$ cat config.mk
export PLATFORM = sky130hd
export DESIGN_NAME = control_sequencer
export DESIGN_NICKNAME = d
export VERILOG_FILES = /design/src/rtl/control_sequencer.sv
export SDC_FILE = /design/constraint.sdc
export NUM_CORES = 1
export LEC_CHECK = 0
export ABC_AREA = 1
export BUFFER_PORTS_ARGS = -buffer_cell sky130_fd_sc_hd__buf_2
export CAP_MARGIN = 25
export CORE_AREA = 2 2 54 56
export DETAILED_ROUTE_END_ITERATION = 8
export DIE_AREA = 0 0 56 58
export GPL_ROUTABILITY_DRIVEN = 0
export HOLD_SLACK_MARGIN = 0.03
export PLACE_DENSITY_LB_ADDON = 0.08
export SLEW_MARGIN = 20
export SYNTH_ARGS = -nofsm -noshare
export SYNTH_HDL_FRONTEND = slang
export SYNTH_SLANG_ARGS = --single-unit
$ cat constraint.sdc
create_clock -name clk -period 1.86 [get_ports clk]
set_input_delay 0.186 -clock clk [delete_from_list [all_inputs] [get_ports clk]]
set_output_delay 0.186 -clock clk [all_outputs]
set_load 0.01 [all_outputs]
$ cat src/rtl/control_sequencer.sv
// Control sequencer: fetch/decode/execute step generator for a single-bus CPU.
// Outputs are decoded combinationally from the current step and the IR opcode.
module control_sequencer (
  input  logic        clk,
  input  logic        in_reset,
  input  logic [31:0] in_ir,
  output logic [9:0]  out_read,
  output logic [9:0]  out_write,
  output logic [3:0]  out_alu_opcode,
  output logic        out_reg_clear,
  output logic        out_mdr_select,
  output logic        out_inc_pc,
  output logic        out_gra,
  output logic        out_grb,
  output logic        out_grc,
  output logic        out_ba_write,
  output logic        out_halted
);

  localparam int unsigned OPC_W = 5;
  localparam int unsigned ALU_W = 4;

  // Bus-drive strobe bit positions (bit 9 is the memory read access, not a bus driver)
  localparam int unsigned R_REGFILE = 0;
  localparam int unsigned R_HI      = 1;
  localparam int unsigned R_LO      = 2;
  localparam int unsigned R_Z_HI    = 3;
  localparam int unsigned R_Z_LO    = 4;
  localparam int unsigned R_PC      = 5;
  localparam int unsigned R_MDR     = 6;
  localparam int unsigned R_INPORT  = 7;
  localparam int unsigned R_C       = 8;
  localparam int unsigned R_MEM     = 9;

  // Load strobe bit positions
  localparam int unsigned W_REGFILE = 0;
  localparam int unsigned W_HI      = 1;
  localparam int unsigned W_LO      = 2;
  localparam int unsigned W_Z       = 3;
  localparam int unsigned W_PC      = 4;
  localparam int unsigned W_MDR     = 5;
  localparam int unsigned W_IR      = 6;
  localparam int unsigned W_Y       = 7;
  localparam int unsigned W_MAR     = 8;
  localparam int unsigned W_MEM     = 9;

  localparam logic [ALU_W-1:0] ALU_ADD = 4'd0;
  localparam logic [ALU_W-1:0] ALU_AND = 4'd2;
  localparam logic [ALU_W-1:0] ALU_OR  = 4'd3;

  localparam logic [OPC_W-1:0] OP_LD   = 5'd0;
  localparam logic [OPC_W-1:0] OP_LDI  = 5'd1;
  localparam logic [OPC_W-1:0] OP_ST   = 5'd2;
  localparam logic [OPC_W-1:0] OP_ANDI = 5'd12;
  localparam logic [OPC_W-1:0] OP_ORI  = 5'd13;
  localparam logic [OPC_W-1:0] OP_IN   = 5'd21;
  localparam logic [OPC_W-1:0] OP_MFHI = 5'd23;
  localparam logic [OPC_W-1:0] OP_MFLO = 5'd24;
  localparam logic [OPC_W-1:0] OP_HALT = 5'd26;

  typedef enum logic [3:0] {
    RST, T0, T1, T2, T3, T4, T5, T6, T7, HALT
  } state_t;

  state_t state;
  state_t next_state;
  state_t cur;
  logic [OPC_W-1:0] opc;
  logic unused_ir_bits;

  assign opc = in_ir[31:27];
  assign unused_ir_bits = ^in_ir[26:0];

  // Reset overrides the decoded step so no write strobe can glitch out mid-instruction
  assign cur = in_reset ? RST : state;

  // State register
  always_ff @(posedge clk or posedge in_reset) begin
    if (in_reset) state <= RST;
    else          state <= next_state;
  end

  // Next-step and strobe decode
  always_comb begin
    next_state     = cur;
    out_read       = '0;
    out_write      = '0;
    out_alu_opcode = '0;
    out_reg_clear  = 1'b0;
    out_mdr_select = 1'b0;
    out_inc_pc     = 1'b0;
    out_gra        = 1'b0;
    out_grb        = 1'b0;
    out_grc        = 1'b0;
    out_ba_write   = 1'b0;
    out_halted     = 1'b0;
    case (cur)
      RST: begin
        out_reg_clear = 1'b1;
        next_state    = T0;
      end
      T0: begin
        out_read[R_PC]   = 1'b1;
        out_read[R_MEM]  = 1'b1;
        out_write[W_MAR] = 1'b1;
        out_write[W_PC]  = 1'b1;
        out_inc_pc       = 1'b1;
        next_state       = T1;
      end
      T1: begin
        out_mdr_select   = 1'b1;
        out_write[W_MDR] = 1'b1;
        next_state       = T2;
      end
      T2: begin
        out_read[R_MDR] = 1'b1;
        out_write[W_IR] = 1'b1;
        next_state      = T3;
      end
      T3, T4, T5, T6, T7: begin
        next_state = T0;
        case (opc) inside
          // Register-register ALU ops: Y <- Rb, Z <- Y op Rc, Ra <- Z
          [5'd3:5'd10]: begin
            case (cur)
              T3: begin
                out_grb = 1'b1; out_read[R_REGFILE] = 1'b1; out_write[W_Y] = 1'b1;
                next_state = T4;
              end
              T4: begin
                out_grc = 1'b1; out_read[R_REGFILE] = 1'b1; out_write[W_Z] = 1'b1;
                out_alu_opcode = ALU_W'(opc - 5'd3);
                next_state = T5;
              end
              T5: begin
                out_read[R_Z_LO] = 1'b1; out_gra = 1'b1; out_write[W_REGFILE] = 1'b1;
              end
              default: ;
            endcase
          end
          // Multiply/divide: result split across LO and HI
          [5'd14:5'd15]: begin
            case (cur)
              T3: begin
                out_grb = 1'b1; out_read[R_REGFILE] = 1'b1; out_write[W_Y] = 1'b1;
                next_state = T4;
              end
              T4: begin
                out_grc = 1'b1; out_read[R_REGFILE] = 1'b1; out_write[W_Z] = 1'b1;
                out_alu_opcode = ALU_W'(opc - 5'd6);
                next_state = T5;
              end
              T5: begin
                out_read[R_Z_LO] = 1'b1; out_write[W_LO] = 1'b1;
                next_state = T6;
              end
              T6: begin
                out_read[R_Z_HI] = 1'b1; out_write[W_HI] = 1'b1;
              end
              default: ;
            endcase
          end
          // Unary neg/not
          [5'd16:5'd17]: begin
            case (cur)
              T3: begin
                out_grb = 1'b1; out_read[R_REGFILE] = 1'b1; out_write[W_Z] = 1'b1;
                out_alu_opcode = ALU_W'(opc - 5'd6);
                next_state = T4;
              end
              T4: begin
                out_read[R_Z_LO] = 1'b1; out_gra = 1'b1; out_write[W_REGFILE] = 1'b1;
              end
              default: ;
            endcase
          end
          // Immediate forms and load/store share the effective-address/immediate front half
          OP_LD, OP_LDI, OP_ST, [5'd11:5'd13]: begin
            case (cur)
              T3: begin
                out_grb = 1'b1; out_read[R_REGFILE] = 1'b1; out_write[W_Y] = 1'b1;
                out_ba_write = (opc == OP_LD) || (opc == OP_LDI) || (opc == OP_ST);
                next_state = T4;
              end
              T4: begin
                out_read[R_C] = 1'b1; out_write[W_Z] = 1'b1;
                out_alu_opcode = (opc == OP_ANDI) ? ALU_AND :
                                 (opc == OP_ORI)  ? ALU_OR  : ALU_ADD;
                next_state = T5;
              end
              T5: begin
                out_read[R_Z_LO] = 1'b1;
                if (opc == OP_LD || opc == OP_ST) begin
                  out_write[W_MAR] = 1'b1;
                  out_read[R_MEM]  = (opc == OP_LD);
                  next_state       = T6;
                end else begin
                  out_gra = 1'b1; out_write[W_REGFILE] = 1'b1;
                end
              end
              T6: begin
                out_write[W_MDR] = 1'b1;
                if (opc == OP_LD) begin
                  out_mdr_select = 1'b1;
                end else begin
                  out_gra = 1'b1; out_read[R_REGFILE] = 1'b1;
                end
                next_state = T7;
              end
              T7: begin
                if (opc == OP_LD) begin
                  out_read[R_MDR] = 1'b1; out_gra = 1'b1; out_write[W_REGFILE] = 1'b1;
                end else begin
                  out_write[W_MEM] = 1'b1;
                end
              end
              default: ;
            endcase
          end
          // Moves from HI/LO/input port into Ra
          OP_MFHI, OP_MFLO, OP_IN: begin
            if (cur == T3) begin
              out_read[R_HI]     = (opc == OP_MFHI);
              out_read[R_LO]     = (opc == OP_MFLO);
              out_read[R_INPORT] = (opc == OP_IN);
              out_gra = 1'b1; out_write[W_REGFILE] = 1'b1;
            end
          end
          OP_HALT: begin
            if (cur == T3) next_state = HALT;
          end
          default: ;
        endcase
      end
      HALT: begin
        out_halted = 1'b1;
        next_state = HALT;
      end
      default: next_state = RST;
    endcase
  end

endmodule
==> summary.md <==
| Metric | Value |
|---|---|
| Detailed Route WL | 4020 um |
| # setup viols final | 8 |
| Vias in the first global route | 1,557 |
| Most repeated library cell on the critical path | nand2_1 |
| Tot GR Track Use | 25.4% |
| Largest registers | state x4 |
| Post-route setup slack | -0.0447 ns |
| Min-Delay Endpoint | state[3] |
| Flops & latches, synth | 4 |
| Worst r2r src | state[1] |
| Switching part of the total | 46.3% |
| Total CTS buffers | 3 |
| Grt total ovfl | 0 |
| Reg2Reg Setup Slack | 0.27 ns |
| DR vias | 1,729 |
| Fin Setup TNS | -0.181 ns |
| # IOs | 66 |
| CP arrival | 1.72 ns |
| Pint | 431 uW |
| Crit Path Class | register to output port |
| Synth-to-layout area growth | 64.1% |
| Initial antenna violation count | 0 |
| Status | complete, but fails checks |
| Ranking of synthesized cells by area | nand2_1 (21%), inv_1 (9.3%), nor2_1 (9.0%) |
| Yosys warnings | 0 |
| Largest reg by FF count | state |
| Crit-path max FO | 4 |
| Syn Area/Cell | 5.31 um2 |
| Clk root buf | clkbuf_4 |
| Max Clock Freq | 0.525 GHz |
| Hold depth | 6 |
| Pwr Density | 418 mW/mm2 |
| Core area | 0.00266 mm2 |
| Psw | 372 uW |
| Layout cell share with drive strength beyond 1 | 45.4% |
| Hold Violations, Final | 0 |
| Post-DP HPWL | 3160 um |
| TritonCTS Sinks | 4 |
| Post-Synthesis Cell Area | 0.00117 mm2 |
| Slew Viols, Final | 0 |
| Final Instance Area | 0.00192 mm2 |
| Leading area contributor after synthesis | nand2_1 |
| Tmin final | 1.90 ns |
| Max incr delay on CP | 0.40 ns |
| Failing checks | setup timing |
| Wire length per cell | 11.7 um |
| Port Buffers | 38 |
| Slowest cell on crit path | dfrtp_1 |
| Worst Hold Launch | in_reset |
| Die width | 56 um |
| Tightest Hold Check Type | input pin to register |
| Antenna Nets Post-Route | 0 |
| Period Utilization, post-route | 102% |
| Peak VDD IR | 0.788 mV |
| Initial core utilization | 43.9% |
| Clock Latency Late Sink | 0.24 ns |
| Post-Syn Instances | 220 |
| Pin count of the biggest net entering global routing | 12 |
| RSZ-0062 raised after global routing | yes |
| H-tree depth | 1 |
| Area share of the largest cell type after synthesis | 20.6% |
| First-pass GRT wire length | 6720 um |
| Setup crit start kind | register |
| Pre-CTS WS | -0.0468 ns |
| Reg clk slew, reported paths | 0.04 ns |
| Area after DPL | 0.00173 mm2 |
| Initial DRT Pass Iterations | 4 |
| Post-Syn Nets | 262 |
| Pwr Total | 803 uW |
| Die ar. | 0.00325 mm2 |
| Site Rows | 19 |
| Slew @ Worst Pin | 0.260 ns |
| ANT cells | 0 |
| Crit-path cells | o21ai_2, buf_4, nand2_1, nand2_1, buf_4, nand2_1, nor3_1, buf_2 |
| Drt drc | 0 |
| Clk_skew | 0.00809 ns |
| Max reg flops | 4 |
| Max-slew headroom | 82.5% |
| Die H | 58 um |
| Max Cap Viol | 0 |
| Clock Tree Buf Depth | 2 |
| Logic gate share of total power | 70.1% |
| Reg2Reg Depth | 10 |
| CP endpoint kind | output port |
| CP required | 1.67 ns |
| RR Endpoint | state[2] |
| Fin util | 72.0% |
| DR vias/cell | 5.03 |
| Post-synthesis sequential area ratio | 8.57% |
| Final #Nets | 357 |
| LEAKAGE | 1.13 nW |
| Initial DRC count | 61 |
| Synth cell types | 27 |
| Clk pwr share | 13.6% |
| TritonCTS clock tree | yes |
| Part of the power in registers | 16.4% |
[cell usage after synthesis]
cell type / number
dfrtp_1: 4
o21ai_0: 5
inv_2: 5
nand4_1: 3
nor2_2: 4
nand2_1: 64
nor4_1: 2
nand3_2: 3
o31ai_1: 2
a21oi_1: 15
nand3b_1: 2
ha_1: 8
nand2_4: 1
inv_1: 29
nor2_4: 1
a22oi_1: 1
nand3_1: 19
o211ai_1: 1
a31oi_1: 4
xnor2_1: 1
nor3_1: 6
nand2_2: 3
nor2_1: 28
buf_6: 1
buf_2: 1
o21ai_1: 2
buf_4: 5
[through the flow]
step	cells	hold slack [ns]
floorplan	220	-0.0405
global placement	333	0.0859
detailed placement	333	0.0907
CTS	340	0.403
global route	344	0.474
finish	344	0.452
[worst max-delay path: cells and delay by family (launching register included)]
kind	cells	cell delay, ns
and+or+nand+nor	4	0.43
buffers and inverters	3	0.45
DFF	1	0.40
AOI/OAI and AO/OA	1	0.20
[what timing repair did]
item / 4_1_cts / 5_1_grt
pin swaps: 3 / 7
setup buffers: 3 / 4
hold buffers: 1 / 0
setup endpoints to repair: 11 / 22
endpoints found under the hold margin: 4 / 0
gates resized for setup: 20 / 15
[kinds of logic after synthesis]
kind of cell,count (synthesis),synth area share (%)
buffers and inverters,41,15.5
DFF,4,8.57
and+or+nand+nor,136,52.5
AOI/OAI and AO/OA,30,14.1
xor gates and xnor gates,1,0.750
adders and majority gates,8,8.57
[power by group through the flow]
stage,Sequential (mW),Combinational [mW],Clock (mW)
finish,0.132,0.562,0.109
global route,0.136,0.616,0.123
CTS,0.128,0.527,0.113
detailed placement,0.125,0.478,0
global placement,0.123,0.478,0
floorplan,0.122,0.278,0
[layer usage]
| metal | vias to the layer above | GRT usage [%] | routed length, um | share of wire [%] |
|---|---|---|---|---|
| met5 | - | 0 | 0 | 0 |
| met2 | 58 | 42.4 | 1810 | 45 |
| met3 | 5 | 4.91 | 259 | 6.4 |
| met4 | 0 | 3.06 | 40 | 0.99 |
| li1 | 902 | - | - | - |
| met1 | 764 | 35.4 | 1920 | 48 |
[how the worst max path moves through the flow]
| stage | slack [ns] | cells after the start | start | end |
|---|---|---|---|---|
| after global placement | -0.06 | 14 | in_ir[28] | out_write[0] |
| final | -0.04 | 8 | state[0] | out_write[2] |
| after floorplan | 0.24 | 9 | in_ir[28] | out_read[2] |
| after global routing | -0.18 | 9 | state[0] | out_alu_opcode[3] |
| after CTS | -0.02 | 10 | state[1] | out_alu_opcode[1] |
| after detailed placement | -0.05 | 10 | in_ir[27] | out_read[0] |
[area by class of cell]
class                           count  area (um2)
Timing Repair Buffer               97         647
Tap cell                           31        38.8
Multi-Input combinational cell    175         982
Clock buffer                        3        22.5
Fill cell                         268         744
Inverter                           34         128
Sequential cell                     4         100
[placed cells by master, fill, tap and decap left out, types with 7 or more instances in the layout]
| cell type | n |
|---|---|
| nor2_2 | 9 |
| inv_1 | 25 |
| a21oi_1 | 14 |
| nand3_1 | 17 |
| inv_2 | 9 |
| buf_2 | 38 |
| nand2_1 | 59 |
| nand2_2 | 8 |
| buf_4 | 55 |
| nor2_1 | 20 |
| ha_1 | 7 |
Note: power is estimated with default switching activity, not from simulation.
